### config.mk
export PLATFORM = sky130hd
export DESIGN_NAME = seg_time_display
export DESIGN_NICKNAME = d
export VERILOG_FILES = /design/src/rtl/seg_time_display_pkg.sv /design/src/rtl/seg_time_display_decoder.sv /design/src/rtl/seg_time_display.sv
export SDC_FILE = /design/constraint.sdc
export NUM_CORES = 1
export LEC_CHECK = 0
export BUFFER_PORTS_ARGS = -buffer_cell sky130_fd_sc_hd__buf_2
export CORE_MARGIN = 10
export CORE_UTILIZATION = 40
export CTS_BUF_LIST = sky130_fd_sc_hd__clkbuf_8
export DETAILED_ROUTE_END_ITERATION = 10
export GPL_ROUTABILITY_DRIVEN = 0
export PLACE_DENSITY_LB_ADDON = 0.12
export SLEW_MARGIN = 20
export SYNTH_ARGS = -nofsm -noshare
export SYNTH_HDL_FRONTEND = slang
export SYNTH_SLANG_ARGS = --single-unit
### constraint.sdc
create_clock -name clk_in -period 2.1 [get_ports clk_in]
set_clock_uncertainty 0.05 [all_clocks]
set_input_delay 0.105 -clock clk_in [delete_from_list [all_inputs] [get_ports clk_in]]
set_output_delay 0.105 -clock clk_in [all_outputs]
set_load 0.05 [all_outputs]
### src/rtl/seg_time_display_pkg.sv
// Shared constants for the seven-segment time display: segment patterns,
// anode selects, blink FSM encoding and a counter-width helper.
package seg_time_display_pkg;

  // Segment order {g,f,e,d,c,b,a}, active-low.
  localparam logic [6:0] SEG_0     = 7'b1000000;
  localparam logic [6:0] SEG_1     = 7'b1111001;
  localparam logic [6:0] SEG_2     = 7'b0100100;
  localparam logic [6:0] SEG_3     = 7'b0110000;
  localparam logic [6:0] SEG_4     = 7'b0011001;
  localparam logic [6:0] SEG_5     = 7'b0010010;
  localparam logic [6:0] SEG_6     = 7'b0000010;
  localparam logic [6:0] SEG_7     = 7'b1111000;
  localparam logic [6:0] SEG_8     = 7'b0000000;
  localparam logic [6:0] SEG_9     = 7'b0010000;
  localparam logic [6:0] SEG_DASH  = 7'b0111111;
  localparam logic [6:0] SEG_BLANK = 7'b1111111;

  localparam logic [3:0] AN_ONES = 4'b1110;
  localparam logic [3:0] AN_TENS = 4'b1101;
  localparam logic [3:0] AN_MIN  = 4'b1011;
  localparam logic [3:0] AN_OFF  = 4'b1111;

  typedef enum logic [1:0] {
    SHOW      = 2'd0,
    BLINK_OFF = 2'd1,
    BLINK_ON  = 2'd2
  } blink_state_t;

  // Bits needed to hold 0..n-1, never less than one.
  function automatic int unsigned cnt_width(input int unsigned n);
    return (n > 1) ? $clog2(n) : 1;
  endfunction

endpackage

### src/rtl/seg_time_display_decoder.sv
// BCD digit to active-low seven-segment pattern; non-decimal codes show a dash.
module seg_time_display_decoder
  import seg_time_display_pkg::*;
(
  input  logic [3:0] i_bcd,
  output logic [6:0] o_seg
);

  always_comb begin
    case (i_bcd)
      4'd0:    o_seg = SEG_0;
      4'd1:    o_seg = SEG_1;
      4'd2:    o_seg = SEG_2;
      4'd3:    o_seg = SEG_3;
      4'd4:    o_seg = SEG_4;
      4'd5:    o_seg = SEG_5;
      4'd6:    o_seg = SEG_6;
      4'd7:    o_seg = SEG_7;
      4'd8:    o_seg = SEG_8;
      4'd9:    o_seg = SEG_9;
      default: o_seg = SEG_DASH;
    endcase
  end

endmodule

### src/rtl/seg_time_display.sv
// Scans the countdown digits onto a 4-digit common-anode display as "M.SS",
// latching digits once per frame and blinking the display on timer expiry.
module seg_time_display
  import seg_time_display_pkg::*;
#(
  parameter int unsigned REFRESH_DIV = 100000,
  parameter int unsigned BLINK_DIV   = 25000000,
  parameter int unsigned BLINK_COUNT = 6
) (
  input  logic       clk_in,
  input  logic       reset,
  input  logic [3:0] min_digit,
  input  logic [3:0] tens_digit,
  input  logic [3:0] ones_digit,
  input  logic       time_out,
  output logic [6:0] seg,
  output logic       dp,
  output logic [3:0] an
);

  localparam int unsigned RW = cnt_width(REFRESH_DIV);
  localparam int unsigned BW = cnt_width(BLINK_DIV);
  localparam int unsigned LW = cnt_width(BLINK_COUNT + 1);

  localparam logic [RW-1:0] REFRESH_LAST = RW'(REFRESH_DIV - 1);
  localparam logic [BW-1:0] BLINK_LAST   = BW'(BLINK_DIV - 1);
  localparam logic [LW-1:0] BLINK_FULL   = LW'(BLINK_COUNT);

  logic [RW-1:0] r_refresh_cnt;
  logic [1:0]    r_scan_idx;
  logic [3:0]    r_min, r_tens, r_ones;
  logic          r_time_out_q;
  blink_state_t  r_state;
  logic [BW-1:0] r_blink_cnt;
  logic [LW-1:0] r_blink_left;

  logic          w_refresh_tc;
  logic          w_frame_end;
  logic          w_edge;
  logic [3:0]    w_digit;
  logic [6:0]    w_seg_dec;
  blink_state_t  w_state_nxt;
  logic [BW-1:0] w_blink_cnt_nxt;
  logic [LW-1:0] w_blink_left_nxt;
  logic [3:0]    w_an_nxt;
  logic [6:0]    w_seg_nxt;
  logic          w_dp_nxt;

  assign w_refresh_tc = (r_refresh_cnt == REFRESH_LAST);
  assign w_frame_end  = w_refresh_tc && (r_scan_idx == 2'd3);
  assign w_edge       = time_out & ~r_time_out_q;

  // NOTE: sequential state uses nonblocking assignments so every register
  // samples pre-edge values regardless of statement order.
  always_ff @(posedge clk_in or posedge reset) begin
    if (reset) begin
      r_refresh_cnt <= '0;
      r_scan_idx    <= 2'd0;
      r_min         <= 4'd0;
      r_tens        <= 4'd0;
      r_ones        <= 4'd0;
    end else begin
      r_refresh_cnt <= w_refresh_tc ? '0 : r_refresh_cnt + RW'(1);
      if (w_refresh_tc) r_scan_idx <= r_scan_idx + 2'd1;
      // Latch a whole frame at once so mid-scan digit changes never tear.
      if (w_frame_end) begin
        r_min  <= min_digit;
        r_tens <= tens_digit;
        r_ones <= ones_digit;
      end
    end
  end

  always_ff @(posedge clk_in or posedge reset) begin
    if (reset) begin
      r_time_out_q <= 1'b0;
      r_state      <= SHOW;
      r_blink_cnt  <= '0;
      r_blink_left <= '0;
    end else begin
      r_time_out_q <= time_out;
      r_state      <= w_state_nxt;
      r_blink_cnt  <= w_blink_cnt_nxt;
      r_blink_left <= w_blink_left_nxt;
    end
  end

  // NOTE: every always_comb output gets a default first, so no path can
  // leave it unassigned and infer a latch.
  always_comb begin
    w_state_nxt      = r_state;
    w_blink_cnt_nxt  = r_blink_cnt;
    w_blink_left_nxt = r_blink_left;
    if (w_edge) begin
      w_state_nxt      = BLINK_OFF;
      w_blink_cnt_nxt  = '0;
      w_blink_left_nxt = BLINK_FULL;
    end else if (r_state != SHOW) begin
      if (r_blink_cnt == BLINK_LAST) begin
        w_blink_cnt_nxt  = '0;
        w_blink_left_nxt = r_blink_left - LW'(1);
        if (r_blink_left == LW'(1))    w_state_nxt = SHOW;
        else if (r_state == BLINK_OFF) w_state_nxt = BLINK_ON;
        else                           w_state_nxt = BLINK_OFF;
      end else begin
        w_blink_cnt_nxt = r_blink_cnt + BW'(1);
      end
    end
  end

  always_comb begin
    case (r_scan_idx)
      2'd0:    w_digit = r_ones;
      2'd1:    w_digit = r_tens;
      default: w_digit = r_min;
    endcase
  end

  seg_time_display_decoder u_decoder (
    .i_bcd (w_digit),
    .o_seg (w_seg_dec)
  );

  always_comb begin
    w_seg_nxt = w_seg_dec;
    w_dp_nxt  = 1'b1;
    case (r_scan_idx)
      2'd0: w_an_nxt = AN_ONES;
      2'd1: w_an_nxt = AN_TENS;
      2'd2: begin
        w_an_nxt = AN_MIN;
        w_dp_nxt = 1'b0;
      end
      default: begin
        w_an_nxt  = AN_OFF;
        w_seg_nxt = SEG_BLANK;
      end
    endcase
    // Dark phase of a blink; scanning continues underneath.
    if (r_state == BLINK_OFF) begin
      w_an_nxt = AN_OFF;
      w_dp_nxt = 1'b1;
    end
  end

  always_ff @(posedge clk_in or posedge reset) begin
    if (reset) begin
      an  <= AN_OFF;
      seg <= SEG_BLANK;
      dp  <= 1'b1;
    end else begin
      an  <= w_an_nxt;
      seg <= w_seg_nxt;
      dp  <= w_dp_nxt;
    end
  end

endmodule

==> flow_summary.yaml, run 1 <==
floorplan:
  num_io_pins: 27
  dieWidth_um: 117.0
  core_um2: 9196
  rows: 35
  initial_core_util_pct: 40.91
  die_area_um2: 13690
  die_y_um: 117.0
finish:
  area_delta_synth_final_pct: 30.26
  stdcell_count: 569
  final_area_um2: 4901
  diodes: 0
  fin_nets: 480
  drive_above_1_share_pct: 33.62
worst_setup_path:
  crit_path_start: "r_blink_cnt[1]"
  crit_family: "simple AND/OR/NAND/NOR gates"
  cp_slowest_cell: "or4_4"
  ff2ff_path_depth: 5
  cp_num_buf_inv: 0
  required_ns: 2.34
  crit_arrival_ns: 2.32
  start_kind: "register"
  r2r-start: "r_blink_cnt[1]"
  reg2reg_slack_ns: 0.02
  cp_max_fo: 10
  r2r-end: "r_state[1]"
  crit_type: "register to register"
  worst_setup_path_end_kind: "register"
  path_cells: "ha_2, nand4_1, or4_4, or4_1, a21oi_2"
  critPathMaxStageDelay_ns: 0.57
logic_synthesis:
  synth_edf_count: 0
  synth_ff_type: "dfrtp_1"
  syn_inst: 364
  synthAdderAreaFrac_pct: 3.991
  synthArstFlopShare_pct: 100.0
  synth_xor_area_share_pct: 5.121
  ys_seq_elements: 72
  synthTopCellsByArea: "dfrtp_1, dfstp_2, ha_1"
  avgSynthCellArea_um2: 10.34
  synth_nets: 391
  syn_area_um2: 3762
  yosysSeqAreaShare_pct: 48.22
  synth_warnings: 0
  synth_top_family_by_area: "simple AND/OR/NAND/NOR gates"
  synth_top_area_share_pct: 41.24
  muxShareOfSynthArea_pct: 4.390
  synth-compound-area-share_pct: 12.47
  synth_simple_gate_area_share_pct: 22.61
  yosysTopAreaCell: "dfrtp_1"
  ys_types: 52
timing:
  fmax_mhz: 480.4
  rsz0062_at_grt: "yes"
  hold_viol: 0
  whs_ns: 0.3351
  slew_headroom_pct: 67.60
  period_minus_slack_ns: 2.082
  tightest_slew_ns: 0.4793
  post-route-period-util_pct: 99.12
  drv_slew: 0
  setup_viol: 0
  worst_slack_ns: 0.01848
cts:
  clk_pin_slew_ns: 0.08
  clk_latency_ns: 0.35
  cts_sinks: 72
  h-tree-depth: 3
  cts_buffers: 9
  tritoncts: "done"
  cts_max_path_buffers: 2
  cts_root_buffer: "clkbuf_8"
grt:
  grt_overflow: 0
  grt_pass1_wl_mm: 14.35
  grt_antenna_before_repair: 0
  grt_max_degree: 73
  grtUsageTotal_pct: 13.10
  grt_pass1_vias: 2905
power_and_ir_drop:
  vdd_ir_drop_max_v: 0.0003080
  combPwrFrac_pct: 11.8
  p_clk_share_pct: 40.4
  switching_share_pct: 24.80
  power_leakage_uw: 0.002103
  p_switching_uw: 764.0
  powerDensity_nw_per_um2: 628.5
  intPower_uw: 2316
  p_seq_share_pct: 47.7
route:
  drc_errors: 0
  ant_nets: 0
  first_pass_iters: 4
  via_per_inst: 5.381
  wl_per_cell_um: 15.36
  drt_wl_total_mm: 8.742
  drt_iter0_markers: 170
  vias: 3062
hold_path:
  hold_path_class: "primary input to async pin"
place:
  dp_slack_ns: -0.04159
  io_buffers: 25
  dp.cells: 532
  dpl_cell_area_um2: 4364
  hpwl_mm: 6.069
status:
  outcome: "completed"
job:
  maxCapViolCount: 0
final cells by class:
class | instances | area, um2
tap | 111 | 138.9
multi-input combinational | 268 | 1964
inverter | 10 | 37.54
clock inverter | 6 | 90.09
timing repair buffer | 92 | 716.9
fill | 834 | 4295
clock buffer | 10 | 137.6
sequential | 72 | 1815
timing repair:
item,4_1_cts,5_1_grt
endpoints found under the hold margin,75,0
pin swaps,0,3
endpoints found under the setup margin,3,33
resized for setup,3,19
gates cloned,0,1
hold buffers,14,0
buffers inserted,0,6
tightest hold or removal path, stage by stage:
cell and delay (ns):
dlygate4sd3_1 0.53, buf_2 0.12, inv_2 0.06, buf_12 0.33
registers in the layout, summed over array words and instances (netlist names):
signal,flops
r_state,2
r_time_out_q,1
r_ones,4
r_refresh_cnt,17
r_tens,4
an,3
r_scan_idx,2
seg,7
r_blink_left,3
r_blink_cnt,25
r_min,4
through the flow:
stage	utilization, %	total power [uW]	TNS, ns
4_1_cts	51.55	3101	0
6_report	53.29	3080	0
3_3_place_gp	47.46	1820	0
2_1_floorplan	-	1696	0
5_1_grt	53.29	3240	-0.6414
3_5_place_dp	47.46	1819	-0.09766
cell usage in the layout (no fill, tap or decap), drive strengths merged, types with 7 or more instances in the layout:
master	n
nor4	7
o31ai	13
dfrtp	62
nand3	15
inv	11
or3	8
dfstp	10
ha	12
nor2	26
or4	16
xnor2	7
mux2	12
a21oi	24
nand4	13
xor2	15
o21ai	12
dlygate4sd3	14
nand2	26
clkbuf	11
buf	77
and3	7
power by group through the flow:
stage / registers (uW) / clock network [uW] / logic (uW)
finish: 1470 / 1240 / 365
global route: 1480 / 1370 / 396
CTS: 1470 / 1290 / 344
detailed placement: 1500 / 0 / 323
global placement: 1500 / 0 / 322
floorplan: 1550 / 0 / 147
metal layers:
metal / GRT usage, % / wire length [um] / part of all wire, %
met1: 18.65 / 4291 / 49
met2: 19.20 / 3966 / 45
met3: 2.701 / 363 / 4.2
met4: 4.530 / 120 / 1.4
met5: 0 / 0 / 0
Yosys cell counts, drive strengths merged (3+ instances only):
library cell / number
a21o: 5
a21oi: 24
a22o: 4
and2: 4
and3: 7
and4: 3
buf: 6
clkbuf: 8
dfrtp: 62
dfstp: 10
ha: 12
inv: 10
mux2: 12
mux2i: 3
nand2: 26
nand3: 15
nand4: 13
nor2: 26
nor2b: 3
nor4: 7
o2111ai: 5
o211ai: 3
o21ai: 12
o31ai: 13
or2: 3
or3: 8
or4: 16
or4b: 5
xnor2: 7
xor2: 15
how the worst max path moves through the flow:
stage / endpoint / depth (start not counted)
CTS: r_blink_cnt[13] / 5
detailed placement: r_state[1] / 5
floorplan: seg[5] / 9
finish: r_state[1] / 5
global route: r_blink_cnt[16] / 8
global placement: r_state[1] / 5
kinds of logic after synthesis:
family	count (synthesis)
other	1
and+or+nand+nor	147
xor gates and xnor gates	22
AOI/OAI and AO/OA	71
DFF	72
buffers and inverters	24
muxes	15
adders and majority gates	12
No activity file was read; power rests on OpenSTA's default activity.
==> inputs of run 2 (changes only) <==
Settings changed: CORE_UTILIZATION 40 to 50, PLACE_DENSITY from default to 0.77, PLACE_DENSITY_LB_ADDON 0.12 to default.
==> flow_summary.yaml, run 2 (synthesis gave the netlist of run 1 again) <==
route:
  drt_wl_total_mm: 9.364
  via_per_inst: 5.952
  vias: 3250
  wl_per_cell_um: 17.15
  first_pass_iters: 6
  drt_iter0_markers: 237
  drc_errors: 0
  ant_nets: 0
worst_setup_path:
  required_ns: 2.32
  r2r-start: "r_blink_cnt[0]"
  r2r-end: "r_blink_left[0]"
  cp_num_buf_inv: 0
  cp_slowest_cell: "or4_4"
  start_kind: "register"
  crit_family: "simple AND/OR/NAND/NOR gates"
  path_cells: "ha_2, nand4_1, or4_4, or4_4, a21oi_2"
  cp_common_cell: "or4_4"
  reg2reg_slack_ns: 0.003
  crit_type: "register to register"
  ff2ff_path_depth: 5
  cp_max_fo: 5
  worst_setup_path_end_kind: "register"
  critPathMaxStageDelay_ns: 0.62
  crit_arrival_ns: 2.32
power_and_ir_drop:
  power_leakage_uw: 0.002054
  vdd_ir_drop_max_v: 0.0002946
  powerDensity_nw_per_um2: 667.4
place:
  hpwl_mm: 5.806
  io_buffers: 25
  dp_slack_ns: -0.08130
finish:
  drive_above_1_share_pct: 31.77
  layout_commonest_cell: "dfrtp_1"
  regMostFlops: "r_blink_cnt"
  diodes: 0
  final_cell_mix: "dfrtp_1, buf_4, nand2_1"
  fin_nets: 469
  largest_register_ffs: 25
  area_delta_synth_final_pct: 27.50
  reg.largest.list: "r_blink_cnt (25), r_refresh_cnt (17), seg (7)"
  fin_util_pct: 65.79
timing:
  hold_viol: 0
  period_minus_slack_ns: 2.097
  drv_slew: 0
  setup_viol: 0
  whs_ns: 0.3346
  rsz0062_at_grt: "yes"
  post-route-period-util_pct: 99.84
  worst_slack_ns: 0.003454
  fmax_mhz: 477.0
floorplan:
  num_io_pins: 27
  rows: 31
  die_y_um: 106.7
  die_area_um2: 11390
  core_um2: 7292
  initial_core_util_pct: 51.60
  dieWidth_um: 106.7
cts:
  clk_latency_ns: 0.34
  cts_buffers: 9
  clk_pin_slew_ns: 0.08
  h-tree-depth: 3
  cts_max_path_buffers: 2
  cts_sinks: 72
  cts_root_buffer: "clkbuf_8"
  tritoncts: "done"
grt:
  grt_max_degree: 73
  grt_pass1_wl_mm: 15.32
  grt_overflow: 0
  grtUsageTotal_pct: 16.14
  grt_antenna_before_repair: 0
  grt_pass1_vias: 3228
job:
  maxCapViolCount: 0
status:
  outcome: "completed"
hold_path:
  hold_path_class: "primary input to async pin"
-- run 2: tightest hold or removal path, stage by stage --
cell           delay, ns
dlygate4sd3_1       0.53
buf_2               0.12
inv_2               0.06
buf_12              0.32
-- run 2: area by class of cell --
| cell class | count | area [um2] |
|---|---|---|
| clock buffers | 10 | 137.6 |
| clock inverters | 6 | 115.1 |
| fillers | 528 | 2495 |
| inverters | 10 | 37.54 |
| multi-input cells | 269 | 1969 |
| flip-flops and latches | 72 | 1815 |
| well taps | 99 | 123.9 |
| repair buffers | 80 | 598.1 |
-- run 2: layer usage --
| metal | global-route usage (%) | wire [um] |
|---|---|---|
| met1 | 19.50 | 3920 |
| met2 | 27.44 | 4778 |
| met3 | 2.635 | 440 |
| met4 | 7.640 | 225 |
| met5 | 0 | 0 |
-- run 2: worst max path at each step --
stage / slack (ns) / depth (start not counted) / startpoint / endpoint
2_1_floorplan: 0.008 / 9 / r_scan_idx[1] / seg[5]
3_3_place_gp: 0.04 / 5 / r_blink_cnt[1] / r_state[1]
3_5_place_dp: -0.08 / 5 / r_blink_cnt[0] / r_state[1]
4_1_cts: -0.009 / 5 / r_blink_cnt[0] / r_state[1]
5_1_grt: -0.03 / 5 / r_blink_cnt[10] / r_blink_cnt[10]
6_report: 0.003 / 5 / r_blink_cnt[0] / r_blink_left[0]
-- run 2: metrics by stage --
| step | instances | instance area, um2 | setup TNS [ns] | total power (uW) |
|---|---|---|---|---|
| after global routing | 546 | 4797 | -0.3083 | 3303 |
| after CTS | 542 | 4697 | -0.008750 | 3201 |
| final | 546 | 4797 | 0 | 3202 |
| after floorplan | 364 | 3836 | 0 | 1696 |
| after detailed placement | 512 | 4289 | -0.1277 | 1817 |
| after global placement | 512 | 4289 | 0 | 1799 |
-- run 2: repair_timing --
action                                  4_1_cts  5_1_grt
endpoints found under the setup margin        8       30
hold endpoints to repair                     75        0
buffers inserted                              0        3
resized for setup                             4       14
hold buffers                                 14        0
pin swaps                                     0        9
cloned                                        0        1
-- run 2: power by group --
group | total [uW] | switching, uW | internal [uW] | leakage, uW
clock | 1380 | 550 | 828 | 0.000123
sequential | 1480 | 37.1 | 1440 | 0.000905
combinational | 343 | 199 | 143 | 0.00103
total | 3200 | 786 | 2420 | 0.00205
==> inputs of run 3 (changes only) <==
Settings changed: CORE_UTILIZATION 50 to 30, PLACE_DENSITY 0.77 to 0.53.
==> flow_summary.yaml, run 3 (synthesis gave the netlist of run 1 again) <==
status:
  outcome: "completed"
timing:
  drv_slew: 0
  whs_ns: 0.2427
  setup_viol: 0
  post-route-period-util_pct: 98.66
  period_minus_slack_ns: 2.072
  rsz0062_at_grt: "yes"
  fmax_mhz: 482.7
  hold_viol: 0
finish:
  diodes: 0
  fin_nets: 476
  largest_register_ffs: 25
  layout_commonest_cell: "dfrtp_1"
  stdcell_count: 622
  area_delta_synth_final_pct: 29.23
  drive_above_1_share_pct: 31.28
  regMostFlops: "r_blink_cnt"
  final_cell_mix: "dfrtp_1, buf_4, nand2_1"
  n_fill_cell: 1195
  reg.largest.list: "r_blink_cnt (25), r_refresh_cnt (17), seg (7)"
worst_setup_path:
  ff2ff_path_depth: 5
  required_ns: 2.33
  start_kind: "register"
  reg2reg_slack_ns: 0.03
  r2r-start: "r_blink_cnt[0]"
  r2r-end: "r_state[1]"
  cp_max_fo: 5
  worst_setup_path_end_kind: "register"
  crit_arrival_ns: 2.30
  crit_path_start: "r_blink_cnt[0]"
  crit_type: "register to register"
grt:
  grt_pass1_vias: 3033
  grt_antenna_before_repair: 0
  grt_overflow: 0
  grt_max_degree: 53
  grt_pass1_wl_mm: 15.04
  grtUsageTotal_pct: 10.33
cts:
  tritoncts: "done"
  cts_root_buffer: "clkbuf_8"
  clk_latency_ns: 0.36
  h-tree-depth: 3
  cts_buffers: 9
  cts_sinks: 72
  cts_max_path_buffers: 2
  clk_pin_slew_ns: 0.08
place:
  dp.cells: 586
  io_buffers: 25
  hpwl_mm: 6.170
floorplan:
  core_um2: 12160
  die_area_um2: 17420
  initial_core_util_pct: 30.94
  die_y_um: 132.0
  dieWidth_um: 132.0
  rows: 40
  num_io_pins: 27
hold_path:
  hold_path_class: "primary input to async pin"
route:
  drt_iter0_markers: 160
  wl_per_cell_um: 14.08
  ant_nets: 0
  drc_errors: 0
  via_per_inst: 4.926
  drt_wl_total_mm: 8.759
  first_pass_iters: 4
  vias: 3064
power_and_ir_drop:
  power_leakage_uw: 0.002064
  powerDensity_nw_per_um2: 607.6
  vdd_ir_drop_max_v: 0.0002059
job:
  maxCapViolCount: 0
## run 3: cell types whose count changed in the layout (fill, tap and decap cells not counted), moves of 2 or more
| cell | previous run | this run |
|---|---|---|
| or4_1 | 10 | 13 |
| nor4_2 | 2 | 0 |
| nor4_1 | 4 | 6 |
| clkinv_4 | 1 | 3 |
| bufinv_16 | 3 | 1 |
| buf_4 | 39 | 46 |
| or4_4 | 6 | 3 |
## run 3: area by class of cell
cell class	instances	area, um2	share of cell area, %
clock buffers	10	137.6	2.831
clock inverters	6	68.82	1.415
inverters	10	37.54	0.7720
multi-input cells	269	1942	39.94
flip-flops and latches	72	1815	37.34
well taps	168	210.2	4.323
repair buffers	87	650.6	13.38
## run 3: worst max-delay path by stage
stage	endpoint	slack, ns
after CTS	r_blink_cnt[18]	0.03
after global placement	r_state[1]	0.009
after global routing	r_blink_left[2]	-0.03
after floorplan	seg[5]	0.008
after detailed placement	seg[0]	-0.04
final	r_state[1]	0.03
## run 3: routing by layer
metal,global-route usage [%],vias up,part of all wire (%)
met5,0,-,0
met4,5.192,0,2.1
met3,1.677,11,2.6
met2,16.19,42,46
met1,13.41,1494,49
li1,-,1517,-
## run 3: critical path: stages, from the launching register on
cell and delay (ns):
dfrtp_1 0.36, ha_2 0.18, nand4_1 0.14, or4_4 0.60, or4_1 0.53, a21oi_1 0.14
## run 3: what timing repair did
| item | 4_1_cts | 5_1_grt |
|---|---|---|
| buffers inserted | 0 | 5 |
| cloned | 0 | 1 |
| setup endpoints to repair | 5 | 35 |
| hold endpoints to repair | 28 | 0 |
| hold buffers | 14 | 0 |
| pin swaps | 0 | 9 |
| gates resized for setup | 3 | 9 |
## run 3: per-stage QoR
stage / setup TNS, ns / total power [uW] / setup slack [ns] / utilization [%] / area (um2)
after floorplan: 0 / 1696 / 0.007613 / - / 3836
after global placement: 0 / 1820 / 0.009289 / 36.29 / 4413
after detailed placement: -0.1559 / 1821 / -0.04288 / 36.29 / 4413
after CTS: 0 / 3001 / 0.02988 / 39.21 / 4768
after global routing: -0.1458 / 3101 / -0.02814 / 39.98 / 4862
final: 0 / 2954 / 0.02818 / 39.98 / 4862
## run 3: power breakdown
part	total [uW]	internal (uW)	leakage, uW	switching [uW]
clock	1140	585	0.000102	555
combinational	341	153	0.00106	189
sequential	1470	1440	0.000905	28.2
total	2950	2180	0.00206	772
